`config.mk`:
```
export PLATFORM = sky130hd
export DESIGN_NAME = breakout_game_ctrl
export DESIGN_NICKNAME = d
export VERILOG_FILES = /design/src/rtl/breakout_game_ctrl.sv
export SDC_FILE = /design/constraint.sdc
export NUM_CORES = 1
export LEC_CHECK = 0
export CAP_MARGIN = 20
export CORE_MARGIN = 10
export CORE_UTILIZATION = 56
export DETAILED_ROUTE_END_ITERATION = 10
export PLACE_DENSITY = 0.81
export SETUP_SLACK_MARGIN = 0.05
export SLEW_MARGIN = 25
export SYNTH_ARGS = -nofsm -noshare
export SYNTH_HDL_FRONTEND = slang
export SYNTH_SLANG_ARGS = --single-unit
```
`constraint.sdc`:
```
create_clock -name clk -period 8.76 [get_ports clk]
set_input_delay 1.752 -clock clk [delete_from_list [all_inputs] [get_ports clk]]
set_output_delay 1.752 -clock clk [all_outputs]
set_load 0.01 [all_outputs]
```
`src/rtl/breakout_game_ctrl.sv`:
```
// Breakout game controller: game FSM, N-digit BCD score, high score, lives and
// new-ball / game-over timers driven by hit/miss/start edges and a tick strobe.
module breakout_game_ctrl #(
  parameter int unsigned DIGITS        = 4,
  parameter int unsigned LIVES         = 3,
  parameter int unsigned SCORE_STEP    = 1,
  parameter int unsigned WRAP          = 0,
  parameter int unsigned NEWBALL_TICKS = 60,
  parameter int unsigned OVER_TICKS    = 180
) (
  input  logic                  clk,
  input  logic                  rstn,
  input  logic                  tick,
  input  logic                  start,
  input  logic                  hit,
  input  logic                  miss,
  output logic [1:0]            state,
  output logic                  gra_still,
  output logic                  ball_reset,
  output logic [3:0]            lives,
  output logic [4*DIGITS-1:0]   score_bcd,
  output logic [4*DIGITS-1:0]   hi_bcd
);

  localparam int unsigned SW = 4 * DIGITS;
  localparam int unsigned TW = 8;

  typedef enum logic [1:0] {
    ST_NEWGAME = 2'b00,
    ST_PLAY    = 2'b01,
    ST_NEWBALL = 2'b10,
    ST_OVER    = 2'b11
  } state_t;

  state_t          state_q, state_d;
  logic [SW-1:0]   score_q, score_d;
  logic [SW-1:0]   hi_q, hi_d;
  logic [3:0]      lives_q, lives_d;
  logic [TW-1:0]   timer_q, timer_d;
  logic            ball_reset_q, ball_reset_d;
  logic            start_q, hit_q, miss_q;
  logic            start_rise, hit_rise, miss_rise;

  // BCD add of SCORE_STEP with full ripple carry; overflow saturates or wraps
  function automatic logic [SW-1:0] bcd_add(input logic [SW-1:0] a);
    logic [SW-1:0] r;
    logic [4:0]    s;
    logic [4:0]    c;
    r = '0;
    c = 5'(SCORE_STEP);
    for (int i = 0; i < int'(DIGITS); i++) begin
      s = 5'(a[4*i +: 4]) + c;
      if (s > 5'd9) begin
        r[4*i +: 4] = 4'(s - 5'd10);
        c = 5'd1;
      end else begin
        r[4*i +: 4] = s[3:0];
        c = 5'd0;
      end
    end
    if ((c != 5'd0) && (WRAP == 0)) r = {DIGITS{4'h9}};
    return r;
  endfunction

  assign start_rise = start & ~start_q;
  assign hit_rise   = hit   & ~hit_q;
  assign miss_rise  = miss  & ~miss_q;

  // State, datapath and edge-detect registers
  always_ff @(posedge clk or negedge rstn) begin
    if (!rstn) begin
      state_q      <= ST_NEWGAME;
      score_q      <= '0;
      hi_q         <= '0;
      lives_q      <= 4'(LIVES);
      timer_q      <= '0;
      ball_reset_q <= 1'b0;
      start_q      <= 1'b0;
      hit_q        <= 1'b0;
      miss_q       <= 1'b0;
    end else begin
      state_q      <= state_d;
      score_q      <= score_d;
      hi_q         <= hi_d;
      lives_q      <= lives_d;
      timer_q      <= timer_d;
      ball_reset_q <= ball_reset_d;
      start_q      <= start;
      hit_q        <= hit;
      miss_q       <= miss;
    end
  end

  // Next-state and datapath updates
  always_comb begin
    state_d      = state_q;
    score_d      = score_q;
    hi_d         = hi_q;
    lives_d      = lives_q;
    timer_d      = timer_q;
    ball_reset_d = 1'b0;
    case (state_q)
      ST_NEWGAME: begin
        if (start_rise) begin
          state_d      = ST_PLAY;
          score_d      = '0;
          lives_d      = 4'(LIVES);
          ball_reset_d = 1'b1;
        end
      end
      ST_PLAY: begin
        if (hit_rise) score_d = bcd_add(score_q);
        if (miss_rise) begin
          if (lives_q > 4'd1) begin
            lives_d = lives_q - 4'd1;
            timer_d = TW'(NEWBALL_TICKS);
            state_d = ST_NEWBALL;
          end else begin
            lives_d = 4'd0;
            timer_d = TW'(OVER_TICKS);
            state_d = ST_OVER;
            // score_d already includes a same-cycle hit
            if (score_d > hi_q) hi_d = score_d;
          end
        end
      end
      ST_NEWBALL: begin
        if (tick) begin
          if (timer_q == TW'(1)) begin
            timer_d      = '0;
            state_d      = ST_PLAY;
            ball_reset_d = 1'b1;
          end else begin
            timer_d = timer_q - TW'(1);
          end
        end
      end
      ST_OVER: begin
        if (start_rise) begin
          timer_d = '0;
          state_d = ST_NEWGAME;
        end else if (tick) begin
          if (timer_q == TW'(1)) begin
            timer_d = '0;
            state_d = ST_NEWGAME;
          end else begin
            timer_d = timer_q - TW'(1);
          end
        end
      end
      default: state_d = ST_NEWGAME;
    endcase
  end

  assign state      = state_q;
  assign gra_still  = (state_q != ST_PLAY);
  assign ball_reset = ball_reset_q;
  assign lives      = lives_q;
  assign score_bcd  = score_q;
  assign hi_bcd     = hi_q;

endmodule
```
# Word-level counts from Yosys, hierarchy flattened
# Cells that the tools add are included.
# totals
register_bits	50
inputBits	6
word_cells	96
out_inout_bits	40
# op_classes
mux	44
n_lt_le_gt_ge	6
n_eq_ne	11
bitwise	7
addsub	10
reduce_logical	9
# ops
operator	n
16-bit 2-to-1 mux	4
5-bit 2-to-1 mux	8
8-bit 2-to-1 mux	5
16-bit one-hot mux with 2 select lines	1
4-bit 2-to-1 mux	7
8-bit one-hot mux with 3 select lines	1
5-bit by 4-bit greater-than comparator with 1-bit output, second input constant	4
16-bit greater-than comparator	1
4-bit subtractor, second input constant	4
4-bit by 5-bit adder with 5-bit output	3
2-bit 2-to-1 mux	7
8-bit by 1-bit == test with 1-bit output, second input constant	1
1-bit 2-to-1 mux	8
2-bit != test, second input constant	4
2-bit one-hot mux with 4 select lines	1
4-bit one-hot mux with 2 select lines	1
8-bit by 1-bit subtractor with 8-bit output, second input constant	1
3-bit != test, second input constant	2
6-bit AND reduction	1
4-bit by 1-bit adder with 5-bit output, second input constant	1
5-bit nonzero test	1
2-bit == test, second input constant	2
4-bit by 1-bit greater-than comparator with 1-bit output, second input constant	1
1-bit NOT	4
other kinds (11)	14

# Longest topological paths before layout
# Gate-level depths: netlist (run 1).
# depth
ltp_word	26
mapped_depth	34
ltp_nobuf	31

# Worst setup path after synthesis (run 1)
# OpenSTA, ideal clock, no wires.
# synth_timing
path_type	flip-flop to flip-flop
startpoint	register score_q[0], in the netlist score_bcd[0]
endpoint	register hi_q[10], in the netlist hi_bcd[10]
path_buffers	4
arrival_time_ps	7012
slack_ps	1623
setup_time_ps	125
synth_period_minus_slack_ps	7137
path_stages_with_launch	35
t_required_ps	8635
cell_sequence	dfrtp_1 -> inv_1 -> ha_1 -> inv_1 -> ha_1 -> nand2b_1 -> a211oi_1 -> or3_1 -> ha_1 -> ha_1 -> inv_1 -> a21oi_1 -> o22a_1 -> ha_1 -> ha_1 -> clkbuf_1 -> nand4bb_1 -> nand2_1 -> nand2_1 -> o211ai_1 -> ha_1 -> ha_1 -> and4b_1 -> mux2_2 -> or2_2 -> clkbuf_1 -> o221ai_1 -> ha_1 -> a21oi_1 -> o21ai_0 -> a221o_1 -> o31a_1 -> buf_2 -> buf_4 -> mux2_2
# synth_via
elab_chain_cells	26
elab_cells_between_ends	34
cone_classes	add/sub (8); order compare (5); mux (19); reduce/logical (2)
# synth_rtl
element	line_no	rtl
from (decl)	36	logic [SW-1:0] score_q, score_d;
from (signal assigned)	83	score_q <= score_d;
4-bit by 1-bit adder with 5-bit output	52	s = 5'(a[4*i +: 4]) + c;
5-bit by 4-bit greater-than comparator with 1-bit output	53	if (s > 5'd9) begin
1-bit 2-to-1 mux	53	
5-bit 2-to-1 mux	112	if (hit_rise) score_d = bcd_add(score_q);
5-bit 2-to-1 mux	102	case (state_q)
4-bit by 5-bit adder with 5-bit output	52	
5-bit by 4-bit greater-than comparator with 1-bit output	53	
1-bit 2-to-1 mux	53	
[10 not listed]	--	
5-bit 2-to-1 mux	112	
5-bit 2-to-1 mux	102	
5-bit nonzero test	61	if ((c != 5'd0) && (WRAP == 0)) r = {DIGITS{4'h9}};
16-bit 2-to-1 mux	61	
16-bit 2-to-1 mux (*)	112	
16-bit 2-to-1 mux (*)	102	
16-bit greater-than comparator	123	if (score_d > hi_q) hi_d = score_d;
4-bit AND reduction (no source line)	--	
to (signal assigned)	84	hi_q <= hi_d;
to (decl)	37	logic [SW-1:0] hi_q, hi_d;
# Every way passes the cells marked *; elsewhere a longest branch is shown, timed or not. The select of a mux whose other input is x is not followed.
# A chain may end at the register's enable or synchronous reset.

# Final worst setup path (run 1)
# layout_timing
startpoint	register score_q[0], in the netlist score_bcd[0]
endpoint	register hi_q[15], in the netlist hi_bcd[15]
# Same word-level chain as after synthesis.

==> results of run 1 <==
==> registers in the layout, summed over array words and instances, names as in the netlist <==
| name | cells |
|---|---|
| hi_bcd | 16 |
| score_bcd | 16 |
| timer_q | 8 |
| lives | 4 |
| state | 2 |
| ball_reset | 1 |
| hit_q | 1 |
| miss_q | 1 |
| start_q | 1 |
==> cell type report <==
cell class / count / area, um2
Timing Repair Buffer: 49 / 475
Clock buffer: 8 / 110
Fill cell: 507 / 2120
Inverter: 32 / 120
Tap cell: 77 / 96.3
Multi-Input combinational cell: 295 / 2140
Sequential cell: 50 / 1250
==> cells in the mapped netlist, types with 6 or more instances <==
cell type	n	share of area, %
dfrtp_1	48	33
inv_1	31	3.2
nand2_1	31	3.2
ha_1	30	10
o21ai_0	24	3.3
a21oi_1	23	3.2
nor2_1	22	2.3
clkbuf_1	19	2.0
mux2_2	15	4.7
a22o_1	12	2.9
nand2b_1	10	1.7
nor3_1	9	1.3
a31oi_1	6	1.0
nor2b_1	6	1.0
==> power breakdown <==
| part | internal [mW] | total, mW | leakage (nW) | switching [mW] |
|---|---|---|---|---|
| logic | 0.235 | 0.497 | 1.08 | 0.262 |
| registers | 0.286 | 0.366 | 0.656 | 0.0797 |
| clock network | 0.0798 | 0.158 | 0.0575 | 0.0781 |
==> per-layer routing <==
| layer | share of wire (%) | track usage (%) | wire length, um |
|---|---|---|---|
| met5 | 0 | 0 | 0 |
| met3 | 6.3 | 3.71 | 582 |
| met4 | 1.2 | 5.43 | 110 |
| met2 | 50 | 29.6 | 4600 |
| met1 | 43 | 23.8 | 3990 |
==> kinds of logic (layout without fill, tap and decap cells) <==
logic type               after synthesis  count (layout)  synth area share (%)
flip-flops                            50              50                  34.8
AO/OA/AOI/OAI                        119             119                  23.1
buffers and inverters                 54              89                  5.77
AND/OR/NAND/NOR                      120             120                  18.4
multiplexers                          20              20                  6.08
adder cells (fa/ha/maj)               30              30                  10.4
XOR/XNOR                               6               6                  1.46
==> worst max path at each step <==
| stage | slack, ps | cells past startpoint | to |
|---|---|---|---|
| 2_1_floorplan | 1620 | 34 | hi_bcd[10] |
| 3_3_place_gp | 1020 | 30 | hi_bcd[2] |
| 3_5_place_dp | 690 | 30 | hi_bcd[15] |
| 4_1_cts | 650 | 30 | hi_bcd[15] |
| 5_1_grt | 300 | 30 | hi_bcd[6] |
| 6_report | 800 | 30 | hi_bcd[15] |
==> placed cells by master (no fill, tap or decap), types with 6 or more instances in the layout <==
| cell type | n |
|---|---|
| a21oi_1 | 23 |
| a22o_1 | 12 |
| a31oi_1 | 6 |
| clkbuf_8 | 8 |
| clkdlybuf4s50_1 | 44 |
| dfrtp_1 | 48 |
| ha_1 | 30 |
| inv_1 | 31 |
| mux2_2 | 15 |
| nand2_1 | 31 |
| nand2b_1 | 10 |
| nor2_1 | 22 |
| nor2b_1 | 6 |
| nor3_1 | 9 |
| o21ai_0 | 24 |
==> stage by stage <==
stage	instances	hold slack, ps	setup WS (ps)
2_1_floorplan	399	467	1620
3_3_place_gp	503	497	1020
3_5_place_dp	503	505	689
4_1_cts	511	525	652
5_1_grt	511	550	300
6_report	511	522	802
==> worst register-to-register path, delay by kind of cell, from the launching register on <==
| family | cells | cell delay [ps] |
|---|---|---|
| adders and majority gates | 9 | 2750 |
| muxes | 2 | 710 |
| and+or+nand+nor | 8 | 1670 |
| AOI/OAI and AO/OA | 8 | 1880 |
| DFF | 1 | 460 |
| buffers and inverters | 3 | 380 |
==> reports/metrics.csv, run 1 <==
metric,value,unit
number_of_enable_flip_flop_cells_after_synthesis,0,
final_cell_area,0.00419,mm2
global_route_wire_length_before_repair,15300,um
cts_resized,0,
timing.critical_path.max_delay_family,adder cells,
grtUsageTotal,18.2,%
htreeDepth,2,
post_route_cells_drive_above_1_share,8.99,%
insertion_delay_of_the_later_clocked_pin_in_the_worst_skew_pair,310,ps
die-area,0.0100,mm2
synth-main-ff-cell,dfrtp_1,
grt_pass1_vias,3076,
synth.ff_latch_count,50,
clock-root-buffer,clkbuf_8,
drt-pass1-iter-count,5,
grt_setup_unrepaired,no,
global_route.overflow_total,0,
min_to,timer_q[1],
reg2reg_depth,30,
synthArstFlopShare,100,%
max_slew_margin,33.7,%
synth_sequential_area_ratio,34.8,%
rows,29,
dpl-instance-area,0.00408,mm2
critical_path_peak_fanout,16,
drt_iter0_drc,254,
critical_path_arrival,8160,ps
final_core_utilization,66.4,%
finalHoldViolCount,0,
setup_viol,0,
largest_net_degree_at_the_start_of_global_routing,51,
totalWireLength,9280,um
floorplan.io_pins,46,
synth_nets,435,
achievable-frequency,0.126,GHz
setup.reg_to_reg.worst_slack,800,ps
routed-via-count,3282,
minimum_clock_period,7960,ps
synthesis.yosys.warnings,0,
result_of_the_run,completed,
route.detailed.vias_per_inst,6.42,
critPathKind,flop to flop,
max_slew.worst_pin.slew,992,ps
cellLeakagePower,1.79,nW
routedWlPerCell,18.2,um
buffer_depth_of_the_longest_clock_path,2,
critPathMaxStageDelay,490,ps
worstReg2RegStart,score_bcd[0],
drv.max_cap_violation_count,0,
dp.final_hpwl,6890,um
startpoint_type,flop,
route.antenna.remaining_nets,0,
area_growth,16.6,%
path_type_of_the_worst_min_delay_path,flop to flop,
clkTransAtPathRegs,90,ps
drc,0,
path_common_cell,ha_1,
die_w,100,um
finalCritPeriodShare,90.8,%
cts-buffers-inserted,5,
critical_path_buf_inv_count,3,
cp_data_required_time,8960,ps
num_antenna_cells,0,
slew_violations,0,
initial_utilization,57.0,%
initial_antenna_violation_count,0,
final.setup.tns,0,ps
r2r-end,hi_bcd[15],
power.density_cell_area,243,mW/mm2
buffer_ports.inserted,45,
worst_path_max_delay_cell,o21ai_1,
critical_path.startpoint,score_bcd[0],
area_of_the_mapped_netlist,0.00360,mm2
post_synthesis_cells,399,
fin_nets,469,
setup_repair_bufs_after_cts,0,
holdBufCountCts,0,
clock_sinks,50,
synth.lib_cells_used.distinct,65,
vdd_ir_drop_max,165,uV
hp-start,timer_q[1],
hold_depth,2,
postSynthAreaPerCell,9.02,um2
worst_clock_skew,7.84,ps
core_area,0.00631,mm2
cts_tree,done,
fin_total_pwr,1.02,mW
global_placement_routability_congestion,0.948,
die_h,100,um
worst_setup_path_end_kind,flop,
Power figures use the tool's default switching activity.
==> inputs of run 2 (changes only) <==
--- a/config.mk
+++ b/config.mk
@@ -9,6 +9,7 @@
 export CORE_MARGIN = 10
 export CORE_UTILIZATION = 56
 export DETAILED_ROUTE_END_ITERATION = 10
+export MAX_ROUTING_LAYER = met4
 export PLACE_DENSITY = 0.81
 export SETUP_SLACK_MARGIN = 0.05
 export SLEW_MARGIN = 25
==> run 2 against run 1 <==
Effect of this change: clock power shrank 14%; flip-flop and latch count is the same; clock skew grew 2.3 ps; final cell count is the same; largest cell class unchanged; register-to-register slack lost 210 ps; global-route usage shrank 0.098 points; critical path depth is the same; critical endpoint is now hi_bcd[1]; wire length shrank 1.6%.
==> reports/metrics.csv, run 2 (synthesized netlist as in run 1, its figures left out) <==
metric,value,unit
finalCritPeriodShare,93.2,%
area_growth,15.8,%
route.detailed.vias_per_inst,6.28,
worst_setup_path_end_kind,flop,
result_of_the_run,completed,
internal_dissipation,0.578,mW
power.density_cell_area,239,mW/mm2
grt.busiest_layer,met2,
path_common_cell,ha_1,
worst_hold_slack,523,ps
htreeDepth,2,
clkTransAtPathRegs,90,ps
minimum_clock_period,8170,ps
num_antenna_cells,0,
drt-pass1-iter-count,5,
cts_resized,0,
largest_net_degree_at_the_start_of_global_routing,51,
cts-buffers-inserted,5,
routedWlPerCell,17.9,um
setup_viol,0,
switching_power,0.417,mW
worst_path_max_delay_cell,o31a_1,
insertion_delay_of_the_later_clocked_pin_in_the_worst_skew_pair,310,ps
die_w,100,um
critical_path_buf_inv_count,3,
vdd_ir_drop_max,168,uV
post_route_cells_drive_above_1_share,8.29,%
routed-via-count,3208,
critPathMaxStageDelay,670,ps
grt_pass1_vias,3019,
final_critical_path_setup_slack,594,ps
grt_setup_unrepaired,no,
die_h,100,um
timing.critical_path.max_delay_family,adder cells,
cp_data_required_time,8950,ps
max_slew_margin,46.0,%
comb_power_share,49.8,%
grtUsageTotal,18.1,%
rows,29,
most_common_library_cell_in_the_layout_ignoring_fill_and_taps,dfrtp_1,
core_area,0.00631,mm2
die-area,0.0100,mm2
clockPowerShare,13.7,%
critPathKind,flop to flop,
power.share.sequential,36.5,%
holdBufCountCts,0,
startpoint_type,flop,
drv.max_cap_violation_count,0,
slew_violations,0,
critical_path_peak_fanout,16,
max_slew.worst_pin.slew,810,ps
fin_nets,469,
critical_path_arrival,8360,ps
commonest_cells_after_routing_fill_and_taps_aside,"dfrtp_1 (48), clkdlybuf4s50_1 (44), inv_1 (31), nand2_1 (31), ha_1 (30)",
drc,0,
clock-root-buffer,clkbuf_8,
totalWireLength,9130,um
final_core_utilization,66.0,%
placedCellCount,503,
dp.final_hpwl,6710,um
drt_iter0_drc,192,
buffer_ports.inserted,45,
global_route.overflow_total,0,
groute.layer.met2.usage,28.6,%
finalNonFillerCells,511,
worst_clock_skew,10.2,ps
cts_tree,done,
final.setup.tns,0,ps
global_placement_routability_congestion,0.967,
cellLeakagePower,1.77,nW
setup_repair_bufs_after_cts,0,
path_type_of_the_worst_min_delay_path,flop to flop,
power.switching_fraction,41.9,%
initial_utilization,57.0,%
finalHoldViolCount,0,
floorplan.io_pins,46,
met3_track_usage_gr,2.95,%
route.antenna.remaining_nets,0,
global_route_wire_length_before_repair,14900,um
buffer_depth_of_the_longest_clock_path,2,
achievable-frequency,0.122,GHz
clock_sinks,50,
met1_use_gr,24.3,%
initial_antenna_violation_count,0,
post-place-ws,767,ps
-- run 2: layout make-up --
| cell class | instances | area, um2 |
|---|---|---|
| fill | 539 | 2150 |
| multi-input combinational | 295 | 2140 |
| sequential | 50 | 1250 |
| timing repair buffer | 49 | 475 |
| inverter | 32 | 120 |
| tap | 77 | 96.3 |
| clock buffer | 8 | 80.1 |
-- run 2: metrics by stage --
stage | cell area, um2 | power, mW
6_report | 4170 | 0.995
3_3_place_gp | 4080 | 0.846
2_1_floorplan | 3600 | 0.669
4_1_cts | 4160 | 0.995
5_1_grt | 4170 | 1.08
3_5_place_dp | 4080 | 0.859
-- run 2: path summary, 6_finish.rpt --
| check | slack, ps | to | cells after the start | from |
|---|---|---|---|---|
| setup / recovery | 590 | hi_bcd[1] | 30 | score_bcd[0] |
| hold / removal | 520 | timer_q[1] | 2 | timer_q[1] |
| setup reg to reg | 590 | hi_bcd[1] | 30 | score_bcd[0] |
| hold reg to reg | 520 | timer_q[1] | 2 | timer_q[1] |
| max in group asynchronous | 6760 | hi_bcd[0] | 2 | rstn |
| min in group asynchronous | 1560 | hi_bcd[9] | 2 | rstn |
-- run 2: per-layer routing --
layer	up-vias	wire length, um
li1	1536	-
met1	1560	4270
met2	106	4380
met3	6	437
met4	0	51
met5	-	0
-- run 2: power by group through the flow --
| stage | combinational, mW | sequential, mW | clock [mW] |
|---|---|---|---|
| floorplan | 0.315 | 0.353 | 0 |
| global placement | 0.481 | 0.365 | 0 |
| detailed placement | 0.494 | 0.365 | 0 |
| CTS | 0.496 | 0.362 | 0.138 |
| global route | 0.552 | 0.376 | 0.148 |
| finish | 0.496 | 0.363 | 0.136 |
-- run 2: worst reg2reg max path, delay by kind of cell, from the launching register on --
| kind | cells | cell delay [ps] |
|---|---|---|
| multiplexers | 2 | 720 |
| AND/OR/NAND/NOR | 8 | 1690 |
| adder cells (fa/ha/maj) | 9 | 2750 |
| buffers and inverters | 3 | 370 |
| AO/OA/AOI/OAI | 8 | 2090 |
| flip-flops | 1 | 450 |
